===== src/rtl/handshake_cmpi_pkg.sv =====
// Predicate encoding and the width-generic compare shared by the comparator pipeline.
// Operands arrive zero-extended to 64 bits; cmpi_eval applies sign extension itself.
package handshake_cmpi_pkg;

    localparam int CMPI_EQ  = 0;
    localparam int CMPI_NE  = 1;
    localparam int CMPI_SLT = 2;
    localparam int CMPI_SLE = 3;
    localparam int CMPI_SGT = 4;
    localparam int CMPI_SGE = 5;
    localparam int CMPI_ULT = 6;
    localparam int CMPI_ULE = 7;
    localparam int CMPI_UGT = 8;
    localparam int CMPI_UGE = 9;

    function automatic logic cmpi_eval(
        input int          pred,
        input int          width,
        input logic [63:0] lhs,
        input logic [63:0] rhs
    );
        logic [63:0] mask;
        logic [63:0] sbit;
        logic [63:0] lz;
        logic [63:0] rz;
        logic [63:0] ls;
        logic [63:0] rs;
        logic        res;
        mask = (width >= 64) ? '1 : ((64'd1 << width) - 64'd1);
        sbit = 64'd1 << (width - 1);
        lz   = lhs & mask;
        rz   = rhs & mask;
        // Signed forms: replicate the operand's top bit into every bit above it.
        ls   = ((lz & sbit) != '0) ? (lz | ~mask) : lz;
        rs   = ((rz & sbit) != '0) ? (rz | ~mask) : rz;
        case (pred)
            CMPI_EQ:  res = (lz == rz);
            CMPI_NE:  res = (lz != rz);
            CMPI_SLT: res = ($signed(ls) <  $signed(rs));
            CMPI_SLE: res = ($signed(ls) <= $signed(rs));
            CMPI_SGT: res = ($signed(ls) >  $signed(rs));
            CMPI_SGE: res = ($signed(ls) >= $signed(rs));
            CMPI_ULT: res = (lz <  rz);
            CMPI_ULE: res = (lz <= rz);
            CMPI_UGT: res = (lz >  rz);
            CMPI_UGE: res = (lz >= rz);
            default:  res = 1'b0;
        endcase
        return res;
    endfunction

endpackage


===== src/rtl/elastic_slot_1b.sv =====
// One valid/data register slot of the result pipeline; loads whenever its ready (i_ld) is high.
// Holds its contents while full and not ready; the ready chain itself is built by the parent.
module elastic_slot_1b
    import handshake_cmpi_pkg::*;
(
    input  logic i_clk,
    input  logic i_rst,
    input  logic i_ld,
    input  logic i_vld,
    input  logic i_dat,
    output logic o_vld,
    output logic o_dat
);

    logic r_vld;
    logic r_dat;

    always_ff @(posedge i_clk) begin
        if (i_rst) begin
            r_vld <= 1'b0;
            r_dat <= 1'b0;
        end else if (i_ld) begin
            r_vld <= i_vld;
            r_dat <= i_dat;
        end
    end

    assign o_vld = r_vld;
    assign o_dat = r_dat;

endmodule


===== src/rtl/handshake_cmpi_pipe.sv =====
// Joined two-operand compare, result carried through STAGES elastic slots (STAGES cycles fire-to-valid).
// Readies are combinational from result_ready; HANDSHAKE_CMPI_SKID_EN adds an output skid that registers the last ready.
module handshake_cmpi_pipe
    import handshake_cmpi_pkg::*;
#(
    parameter int DATA_TYPE = 32,
    parameter int PREDICATE = CMPI_SLT,
    parameter int STAGES    = 1
) (
    input  logic                 clk,
    input  logic                 rst,
    input  logic [DATA_TYPE-1:0] lhs,
    input  logic                 lhs_valid,
    output logic                 lhs_ready,
    input  logic [DATA_TYPE-1:0] rhs,
    input  logic                 rhs_valid,
    output logic                 rhs_ready,
    output logic                 result,
    output logic                 result_valid,
    input  logic                 result_ready
);

`ifdef HANDSHAKE_CMPI_SKID_EN
    localparam bit SKID_EN = 1'b1;
`else
    localparam bit SKID_EN = 1'b0;
`endif

    if (PREDICATE < CMPI_EQ || PREDICATE > CMPI_UGE ||
        DATA_TYPE < 1 || DATA_TYPE > 64 || STAGES < 1 || STAGES > 4) begin : g_bad_cfg
        $error("handshake_cmpi_pipe: unsupported PREDICATE, DATA_TYPE or STAGES");
    end

    logic [STAGES-1:0] w_v;
    logic [STAGES-1:0] w_d;
    logic [STAGES:0]   w_rdy;
    logic              w_out_rdy;
    logic              w_fire;
    logic              w_cmp;

    assign w_cmp     = cmpi_eval(PREDICATE, DATA_TYPE, 64'(lhs), 64'(rhs));
    assign lhs_ready = rhs_valid & w_rdy[0];
    assign rhs_ready = lhs_valid & w_rdy[0];
    assign w_fire    = lhs_valid & rhs_valid & w_rdy[0];

    // Built back-to-front in one process so the chain is a plain combinational sweep.
    always_comb begin
        w_rdy         = '0;
        w_rdy[STAGES] = w_out_rdy;
        for (int i = STAGES - 1; i >= 0; i--) begin
            w_rdy[i] = ~w_v[i] | w_rdy[i+1];
        end
    end

    for (genvar i = 0; i < STAGES; i++) begin : g_slot
        logic w_in_vld;
        logic w_in_dat;
        if (i == 0) begin : g_head
            assign w_in_vld = w_fire;
            assign w_in_dat = w_cmp;
        end else begin : g_link
            assign w_in_vld = w_v[i-1];
            assign w_in_dat = w_d[i-1];
        end
        elastic_slot_1b u_slot (
            .i_clk (clk),
            .i_rst (rst),
            .i_ld  (w_rdy[i]),
            .i_vld (w_in_vld),
            .i_dat (w_in_dat),
            .o_vld (w_v[i]),
            .o_dat (w_d[i])
        );
    end

    if (SKID_EN) begin : g_skid
        logic r_skid_full;
        logic r_skid_dat;
        // The skid catches the last slot's token only when downstream refuses it.
        always_ff @(posedge clk) begin
            if (rst) begin
                r_skid_full <= 1'b0;
                r_skid_dat  <= 1'b0;
            end else if (r_skid_full) begin
                if (result_ready) begin
                    r_skid_full <= 1'b0;
                end
            end else if (w_v[STAGES-1] && !result_ready) begin
                r_skid_full <= 1'b1;
                r_skid_dat  <= w_d[STAGES-1];
            end
        end
        assign w_out_rdy    = ~r_skid_full;
        assign result_valid = r_skid_full | w_v[STAGES-1];
        assign result       = r_skid_full ? r_skid_dat : w_d[STAGES-1];
    end else begin : g_direct
        assign w_out_rdy    = result_ready;
        assign result_valid = w_v[STAGES-1];
        assign result       = w_d[STAGES-1];
    end

endmodule


===== config.mk =====
export PLATFORM = sky130hd
export DESIGN_NAME = handshake_cmpi_pipe
export DESIGN_NICKNAME = d
export VERILOG_FILES = /design/src/rtl/handshake_cmpi_pkg.sv /design/src/rtl/elastic_slot_1b.sv /design/src/rtl/handshake_cmpi_pipe.sv
export SDC_FILE = /design/constraint.sdc
export NUM_CORES = 1
export LEC_CHECK = 0
export BUFFER_PORTS_ARGS = -buffer_cell sky130_fd_sc_hd__buf_2
export CAP_MARGIN = 20
export CORE_AREA = 2 2 56 58
export DETAILED_ROUTE_END_ITERATION = 6
export DIE_AREA = 0 0 58 60
export MAX_ROUTING_LAYER = met4
export PLACE_DENSITY = 0.67
export SETUP_SLACK_MARGIN = 0.15
export SYNTH_ARGS = -nofsm -noshare
export SYNTH_HDL_FRONTEND = slang
export SYNTH_HIERARCHICAL = 1
export SYNTH_SLANG_ARGS = --single-unit

===== constraint.sdc =====
create_clock -name clk -period 2.4 [get_ports clk]
set_input_delay 0.24 -clock clk [delete_from_list [all_inputs] [get_ports clk]]
set_output_delay 0.24 -clock clk [all_outputs]
set_load 0.01 [all_outputs]

; ---- Word-level counts from Yosys, hierarchy flattened
; Index checks and enable logic that the tools add are counted.
[totals]
register_bits = 2
inputBits = 69
output_inout_bits = 4
wordCells = 11
[classes]
n_lt_le_gt_ge = 1
n_mux = 2
bitwise_logic = 6
[op_table]
columns = operator, count
row1 = 64-bit 2-to-1 mux, 2
row2 = 64-bit less-than comparator, 1
row3 = 1-bit bitwise AND, 4
row4 = 1-bit NOT, 1
row5 = 1-bit bitwise OR, 1

; ---- Longest topological paths before layout
; Gate-level depths: netlist of run 1.
[depth]
depth_word = 3
mapped_depth = 9
mapped_depth_nobuf = 9

; ---- By module
; Netlist of run 1, hierarchy kept.
[modules_own_cells]
columns = module, n_inst, cells_each, area_each_um2, seq_area_each_um2
row1 = handshake_cmpi_pipe, 1, 118, 827.0, 0.0
row2 = elastic_slot_1b, 1, 6, 67.6, 40.0

; ---- Least setup slack after synthesis of run 1
; OpenSTA, ideal clock, no wires.
[synth_timing]
kind = input port to flip-flop
start = in rhs[9]
end = reg g_slot[0].u_slot.r_dat
setup_ns = 0.064
t_arrival_ns = 1.377
required_ns = 2.336
setup_slack_ns = 0.959
cell_stages = 9
path_cell_list = inv_1 -> ha_1 -> a21oi_1 -> o21ai_0 -> a221oi_2 -> o21ai_1 -> a22oi_2 -> mux2i_1 -> nor2_1
[synth_via]
elab_chain_cells = 2
[synth_rtl]
columns = element, line_no
row1 = start: declaration, handshake_cmpi_pipe.sv:15  ; input logic [DATA_TYPE-1:0] rhs,
row2 = 64-bit 2-to-1 mux, handshake_cmpi_pkg.sv:35  ; rs = ((rz & sbit) != '0) ? (rz | ~mask) : rz;
row3 = 64-bit less-than comparator, handshake_cmpi_pkg.sv:39  ; CMPI_SLT: res = ($signed(ls) < $signed(rs));
row4 = named net g_slot[0].w_in_dat, handshake_cmpi_pipe.sv:57  ; logic w_in_dat;
row5 = end signal: assignment, elastic_slot_1b.sv:24  ; r_dat <= i_dat;
row6 = end: declaration, elastic_slot_1b.sv:16  ; logic r_dat;
; The timed path passes the listed nets, and every way through them passes these cells.
; A chain may end at the register's enable or synchronous reset.

; ---- Worst setup path after layout of run 1
[layout_timing]
start = in lhs[9]
end = reg g_slot[0].u_slot.r_dat
[layout_via]
elab_chain_cells = 2
[layout_rtl]
columns = element, line_no
row1 = start: declaration, handshake_cmpi_pipe.sv:12  ; input logic [DATA_TYPE-1:0] lhs,
row2 = 64-bit 2-to-1 mux, handshake_cmpi_pkg.sv:34  ; ls = ((lz & sbit) != '0) ? (lz | ~mask) : lz;
row3 = 64-bit less-than comparator, handshake_cmpi_pkg.sv:39
row4 = named net g_slot[0].w_in_dat, handshake_cmpi_pipe.sv:57
; The timed path passes the listed nets, and every way through them passes these cells.

==> summary.txt, run 1 <==
CTS buffer count = 3
Nets = 301
PortBufs = 72
Main combinational cell family by area after synthesis = adder cells
Final Hold Viols = 0
Worst path required time = 2.56 ns
Crit. End Element = flip-flop
P per Cell Area = 224.1 nW/um2
Post-Synth Simple-Gate Area = 0.1930
# rows = 20
Most used flip-flop cell after synthesis = dfxtp_1
Seq cells post-synth = 2
Worst-Margin Slew = 0.3332 ns
CTS tree = done
Worst Hold Class = input port to flip-flop
CORE AREA = 2903 um2
Post-CTS Setup Inserts = 0
Synth warnings = 6
Pleak = 0.8596 nW
Worst-Skew Late Latency = 0.22 ns
Routed Antenna Nets = 0
R2r endpoint = g_slot[0].u_slot/o_vld
Antenna Cells = 0
Worst-case reg-to-reg path depth = 4
Antenna violations before repair = 0
Maximum VDD drop = 0.1136 mV
Cell Area, Synth = 894.6 um2
# setup viols final = 0
Max-slew headroom = 0.7758
Cell variety after synth = 24
Dpl hpwl = 1916 um
Fill cells = 323
Boundary Pins = 73
Worst-path maximum fanout = 2
Clock sinks = 2
Path type of the worst setup path = input port to flip-flop
Yosys top cell area share = 0.4336
Clock Skew = 0.0007418 ns
Max_cap viols = 0
Flop-to-flop setup slack = 1.43 ns
Unrepaired setup endpoints after global routing = false
WL final = 2049 um
Vias = 1028
First-pass GRT wire length = 3429 um
Synth top cells by count = inv_1 (32), ha_1 (31), a21oi_1 (14)
Xor and xnor area share after synthesis = 0
GRT Total Usage = 0.1259
Layout cell share with drive strength beyond 1 = 0.3970
DRC errors left = 0
Adder-cell share of the synthesized area = 0.4336
Post-route minimum period = 1.410 ns
CTS resizes = 0
Routability-driven placement congestion ratio = 0.7450
Period utilisation layout = 0.5874
Syn nets = 224
WL/cell = 8.832 um
Finished Layout Cells = 232
CTS H-Tree Depth = 1
Yosys top cell by area = ha_1
Synth top area cells = ha_1 (43%), inv_1 (13%), a21oi_1 (7.8%), nand2_1 (4.6%), dfxtp_1 (4.5%)
Die W = 58 um
R2r startpoint = g_slot[0].u_slot/o_vld
Most common cell in the netlist = inv_1
Cell count after synthesis = 124
Placed insts = 229
Max Clock Freq = 709.3 MHz
Asr flop ratio synth = 0
Min-delay src = rst
TritonRoute pass-1 iters = 2
Largest net degree at the start of global routing = 6
Fraction of synthesized area in multiplexers = 0.02238
Complex-gate fraction of the synthesized area = 0.1720
Number of flops mapped to enable cells by yosys = 0
Slew Limit Fails = 0
Worst Hold Path EP = g_slot[0].u_slot/o_vld
Clock slew at reported path FFs = 0.03 ns
Critical Path AT = 1.57 ns
Total Neg Setup Slack = 0 ns
Vias in the first global route = 938
Outcome = finished clean
1st-iter DRT viols = 20
Nature of the critical path startpoint = input port
Avg Cell Area, Syn = 7.215 um2
Clock buffer depth = 2
Clock root cell = clkbuf_4
Die ar. = 3480 um2
Die height = 60 um
Min-Delay Path Depth = 2
Area grow syn2layout = 47.41%
Grt total ovfl = 0
Hold Buf Count CTS = 0
Sequential fraction of the synthesis area = 0.04476
Initial cell density of the core = 0.3082
Vias per Instance = 4.431
## where the power goes
part	internal [W]	leakage, nW	total, W	switching, W
Clock	0.0000552	0.0138	0.0000743	0.0000191
Combinational	0.000100	0.829	0.000184	0.0000842
Sequential	0.0000358	0.0165	0.0000369	0.00000106
## critical path, cell delays in order
cell and delay (ns):
buf_2 0.10, ha_1 0.30, a21oi_1 0.14, o21ai_0 0.11, a221oi_2 0.27, o21ai_1 0.12, a22oi_2 0.12, mux2i_1 0.09
nor2_1 0.08
## worst max-delay path by stage
stage,from,endpoint,depth (start not counted)
2_1_floorplan,rhs[9],g_slot[0].u_slot/o_dat,9
3_3_place_gp,lhs[11],g_slot[0].u_slot/o_dat,9
5_1_grt,rhs[11],g_slot[0].u_slot/o_dat,10
3_5_place_dp,lhs[11],g_slot[0].u_slot/o_dat,9
4_1_cts,lhs[9],g_slot[0].u_slot/o_dat,9
6_report,lhs[9],g_slot[0].u_slot/o_dat,9
## cells in the final DEF, fill, tap and decap left out
master / instances
a2111o_1: 1
a21o_1: 1
a21oi_1: 14
a221oi_2: 1
a22oi_2: 1
and2_1: 2
and3_1: 1
and4_1: 1
buf_2: 72
clkbuf_4: 3
dfxtp_1: 2
ha_1: 31
inv_1: 32
mux2i_1: 2
nand2_1: 11
nand2b_1: 2
nand2b_4: 1
nand3_1: 1
nand4_1: 4
nor2_1: 5
nor3_1: 2
nor4_1: 1
nor4_2: 1
o211ai_1: 1
o21ai_0: 4
o21ai_1: 2
## layer usage
layer	vias up	GRT usage	wire, um
met5	-	-	0
met4	0	0.03987	0
met3	0	0.01732	226
met2	44	0.2240	918
met1	410	0.1460	905
li1	574	-	-
## kinds of logic after synthesis
family,count (synthesis)
muxes,2
DFF,2
buffers and inverters,32
and+or+nand+nor,32
adders and majority gates,31
AOI/OAI and AO/OA,25
## sequential cells by signal (all words and copies together), names as in the netlist
| name | count |
|---|---|
| g_slot.u_slot/o_dat | 1 |
| g_slot.u_slot/o_vld | 1 |
## stage by stage
step | area (um2) | power (W) | worst slack (ns) | hold WS (ns) | utilization
6_report | 1319 | 0.0002956 | 0.9902 | 0.1941 | 0.4543
4_1_cts | 1319 | 0.0003047 | 0.9741 | 0.1842 | 0.4543
2_1_floorplan | 894.6 | 0.0001436 | 0.9593 | 0.3124 | -
3_3_place_gp | 1296 | 0.0002240 | 0.7411 | 0.4168 | 0.4466
5_1_grt | 1319 | 0.0003350 | 0.7970 | 0.1943 | 0.4543
3_5_place_dp | 1296 | 0.0002236 | 0.7378 | 0.4237 | 0.4466
## final cells by class
class / count / area [um2] / share of cell area
Clock buffer: 3 / 22.52 / 0.01708
Inverter: 32 / 120.1 / 0.09108
Multi-Input combinational cell: 90 / 734.5 / 0.5569
Sequential cell: 2 / 40.04 / 0.03036
Tap cell: 33 / 41.29 / 0.03131
Timing Repair Buffer: 72 / 360.3 / 0.2732
Power figures use the tool's default switching activity.
==> run 2, diff against run 1 <==
- clock period: 2.4 -> 1.35 ns (I/O delays scaled with it)
==> summary.txt, run 2 (synthesis gave the netlist of run 1 again) <==
Outcome = finished clean
First-pass GRT wire length = 3739 um (+9.0%)
Internal power = 0.0004418 W (+130%)
CORE AREA = 2903 um2 (unchanged)
Path type of the worst setup path = input port to flip-flop
# rows = 20 (unchanged)
Hold Buf Count CTS = 0 (unchanged)
CTS H-Tree Depth = 1 (unchanged)
Die height = 60 um (unchanged)
Max-slew headroom = 0.8380 (+0.06219)
Most frequent cells in the layout = buf_2 (58), inv_1 (19), ha_4 (19), buf_6 (14), ha_1 (12)
Max_cap viols = 0 (unchanged)
Die ar. = 3480 um2 (unchanged)
Worst-Skew Late Latency = 0.22 ns (about the same)
Area grow syn2layout = 97.06%
Area occupied by multi-input gates = 1046 um2 (+42%)
PortBufs = 72 (unchanged)
Post-CTS Setup Inserts = 0 (unchanged)
Final Hold Viols = 0 (unchanged)
Crit. End Element = flip-flop
Combinational power share = 0.716 (+0.092)
Nets = 306 (+1.7%)
Vias = 1119 (+8.9%)
Dpl hpwl = 1978 um (+3.3%)
Vias in the first global route = 1061 (+13%)
Nature of the critical path startpoint = input port
Antenna violations before repair = 0 (unchanged)
Switch Pwr = 0.0002557 W (+150%)
Pleak = 0.9198 nW (+7.0%)
Placed insts = 234 (+2.2%)
Worst-Margin Slew = 0.2417 ns (-0.09153 ns)
Largest net degree at the start of global routing = 6 (unchanged)
Layout cell share with drive strength beyond 1 = 0.6373 (+0.2403)
CTS buffer count = 3 (unchanged)
Clock power frac = 0.189 (-0.062)
Antenna Cells = 0 (unchanged)
Switching share of power = 0.3666 (+0.01362)
Slew Limit Fails = 0 (unchanged)
1st-iter DRT viols = 29 (+45%)
DP Area = 1334 um2 (+2.9%)
Period utilisation layout = 0.9379
Finished Layout Cells = 237 (+2.2%)
Max Clock Freq = 789.8 MHz
FF+latch area = 40.04 um2 (unchanged)
Post-route minimum period = 1.266 ns
Maximum VDD drop = 0.3287 mV (+190%)
Worst-case reg-to-reg path depth = 4 (unchanged)
Fin util = 0.6073 (+0.1530)
WHS = 0.08591 ns (-0.1081 ns)
Critical Path AT = 1.38 ns (-0.19 ns)
Clock sinks = 2 (unchanged)
Boundary Pins = 73 (unchanged)
Min-Delay Path Depth = 2 (unchanged)
Setup ws final = 0.08387 ns (-0.9063 ns)
Worst Hold Class = input port to flip-flop
Worst path required time = 1.46 ns (-1.10 ns)
DRC errors left = 0 (unchanged)
Setup WS pre-CTS = -0.2073 ns (-0.9451 ns)
Worst-path maximum fanout = 2 (unchanged)
P per Cell Area = 395.7 nW/um2 (+77%)
Initial cell density of the core = 0.3082 (unchanged)
WL/cell = 11.14 um (+26%)
Routability-driven placement congestion ratio = 0.7138 (-4.2%)
Clock buffer depth = 2 (unchanged)
Vias per Instance = 4.722 (+6.6%)
Unrepaired setup endpoints after global routing = true
Sequential share of power = 0.095 (-0.030)
Commonest non-fill, non-tap cell in the layout = buf_2
Clock Skew = 0.0002505 ns (-0.0004912 ns)
TritonRoute pass-1 iters = 4 (+2)
# setup viols final = 0 (unchanged)
CTS tree = done
GRT Total Usage = 0.1356 (+0.009754)
Fill cells = 275 (-15%)
Routed Antenna Nets = 0 (unchanged)
Final Cell Area = 1763 um2 (+34%)
Die W = 58 um (unchanged)
Clock root cell = clkbuf_4
WL final = 2639 um (+29%)
Clock slew at reported path FFs = 0.03 ns (about the same)
Grt total ovfl = 0 (unchanged)
run 2: final timing paths:
path                     startpoint                     end  slack, ns
max                          rhs[7]  g_slot[0].u_slot/o_dat       0.08
min                             rst  g_slot[0].u_slot/o_dat       0.09
max reg2reg  g_slot[0].u_slot/o_vld  g_slot[0].u_slot/o_vld       0.42
min reg2reg  g_slot[0].u_slot/o_dat  g_slot[0].u_slot/o_dat       0.49
run 2: cell type report:
class | count | share of cell area
timing repair buffer | 77 | 0.2754
tap | 33 | 0.02342
inverter | 32 | 0.07239
sequential | 2 | 0.02271
multi-input combinational | 90 | 0.5933
clock buffer | 3 | 0.01278
run 2: per-layer routing:
| layer | vias to the layer above | wire length [um] | GRT usage |
|---|---|---|---|
| li1 | 584 | - | - |
| met1 | 495 | 988 | 0.1447 |
| met2 | 40 | 1476 | 0.2695 |
| met3 | 0 | 173 | 0.01732 |
| met4 | 0 | 0 | 0.01993 |
| met5 | - | 0 | - |
run 2: power by group through the flow:
stage | registers, W | clock network [W] | logic (W)
4_1_cts | 0.0000658 | 0.000138 | 0.000401
6_report | 0.0000664 | 0.000132 | 0.000499
2_1_floorplan | 0.0000684 | 0 | 0.000187
3_5_place_dp | 0.0000665 | 0 | 0.000349
5_1_grt | 0.0000669 | 0.000149 | 0.000561
3_3_place_gp | 0.0000664 | 0 | 0.000342
run 2: metrics by stage:
step,total power [W],TNS (ns)
6_report,0.0006975,0
5_1_grt,0.0007764,-0.01086
4_1_cts,0.0006046,0
3_5_place_dp,0.0004159,-0.2073
3_3_place_gp,0.0004087,-0.1916
2_1_floorplan,0.0002559,0
run 2: worst max-delay path: stages:
cell	delay [ns]
buf_2	0.07
inv_1	0.05
ha_4	0.28
nand2_4	0.06
nor4_4	0.29
a21oi_2	0.09
o21ai_2	0.15
a22oi_2	0.06
mux2i_1	0.14
nor2_1	0.05
run 2: what timing repair did:
action | CTS | global route
cloned | 0 | 0
endpoints found under the hold margin | 0 | 0
pin swaps | 19 | 23
gates resized for setup | 24 | 41
setup endpoints to repair | 1 | 3
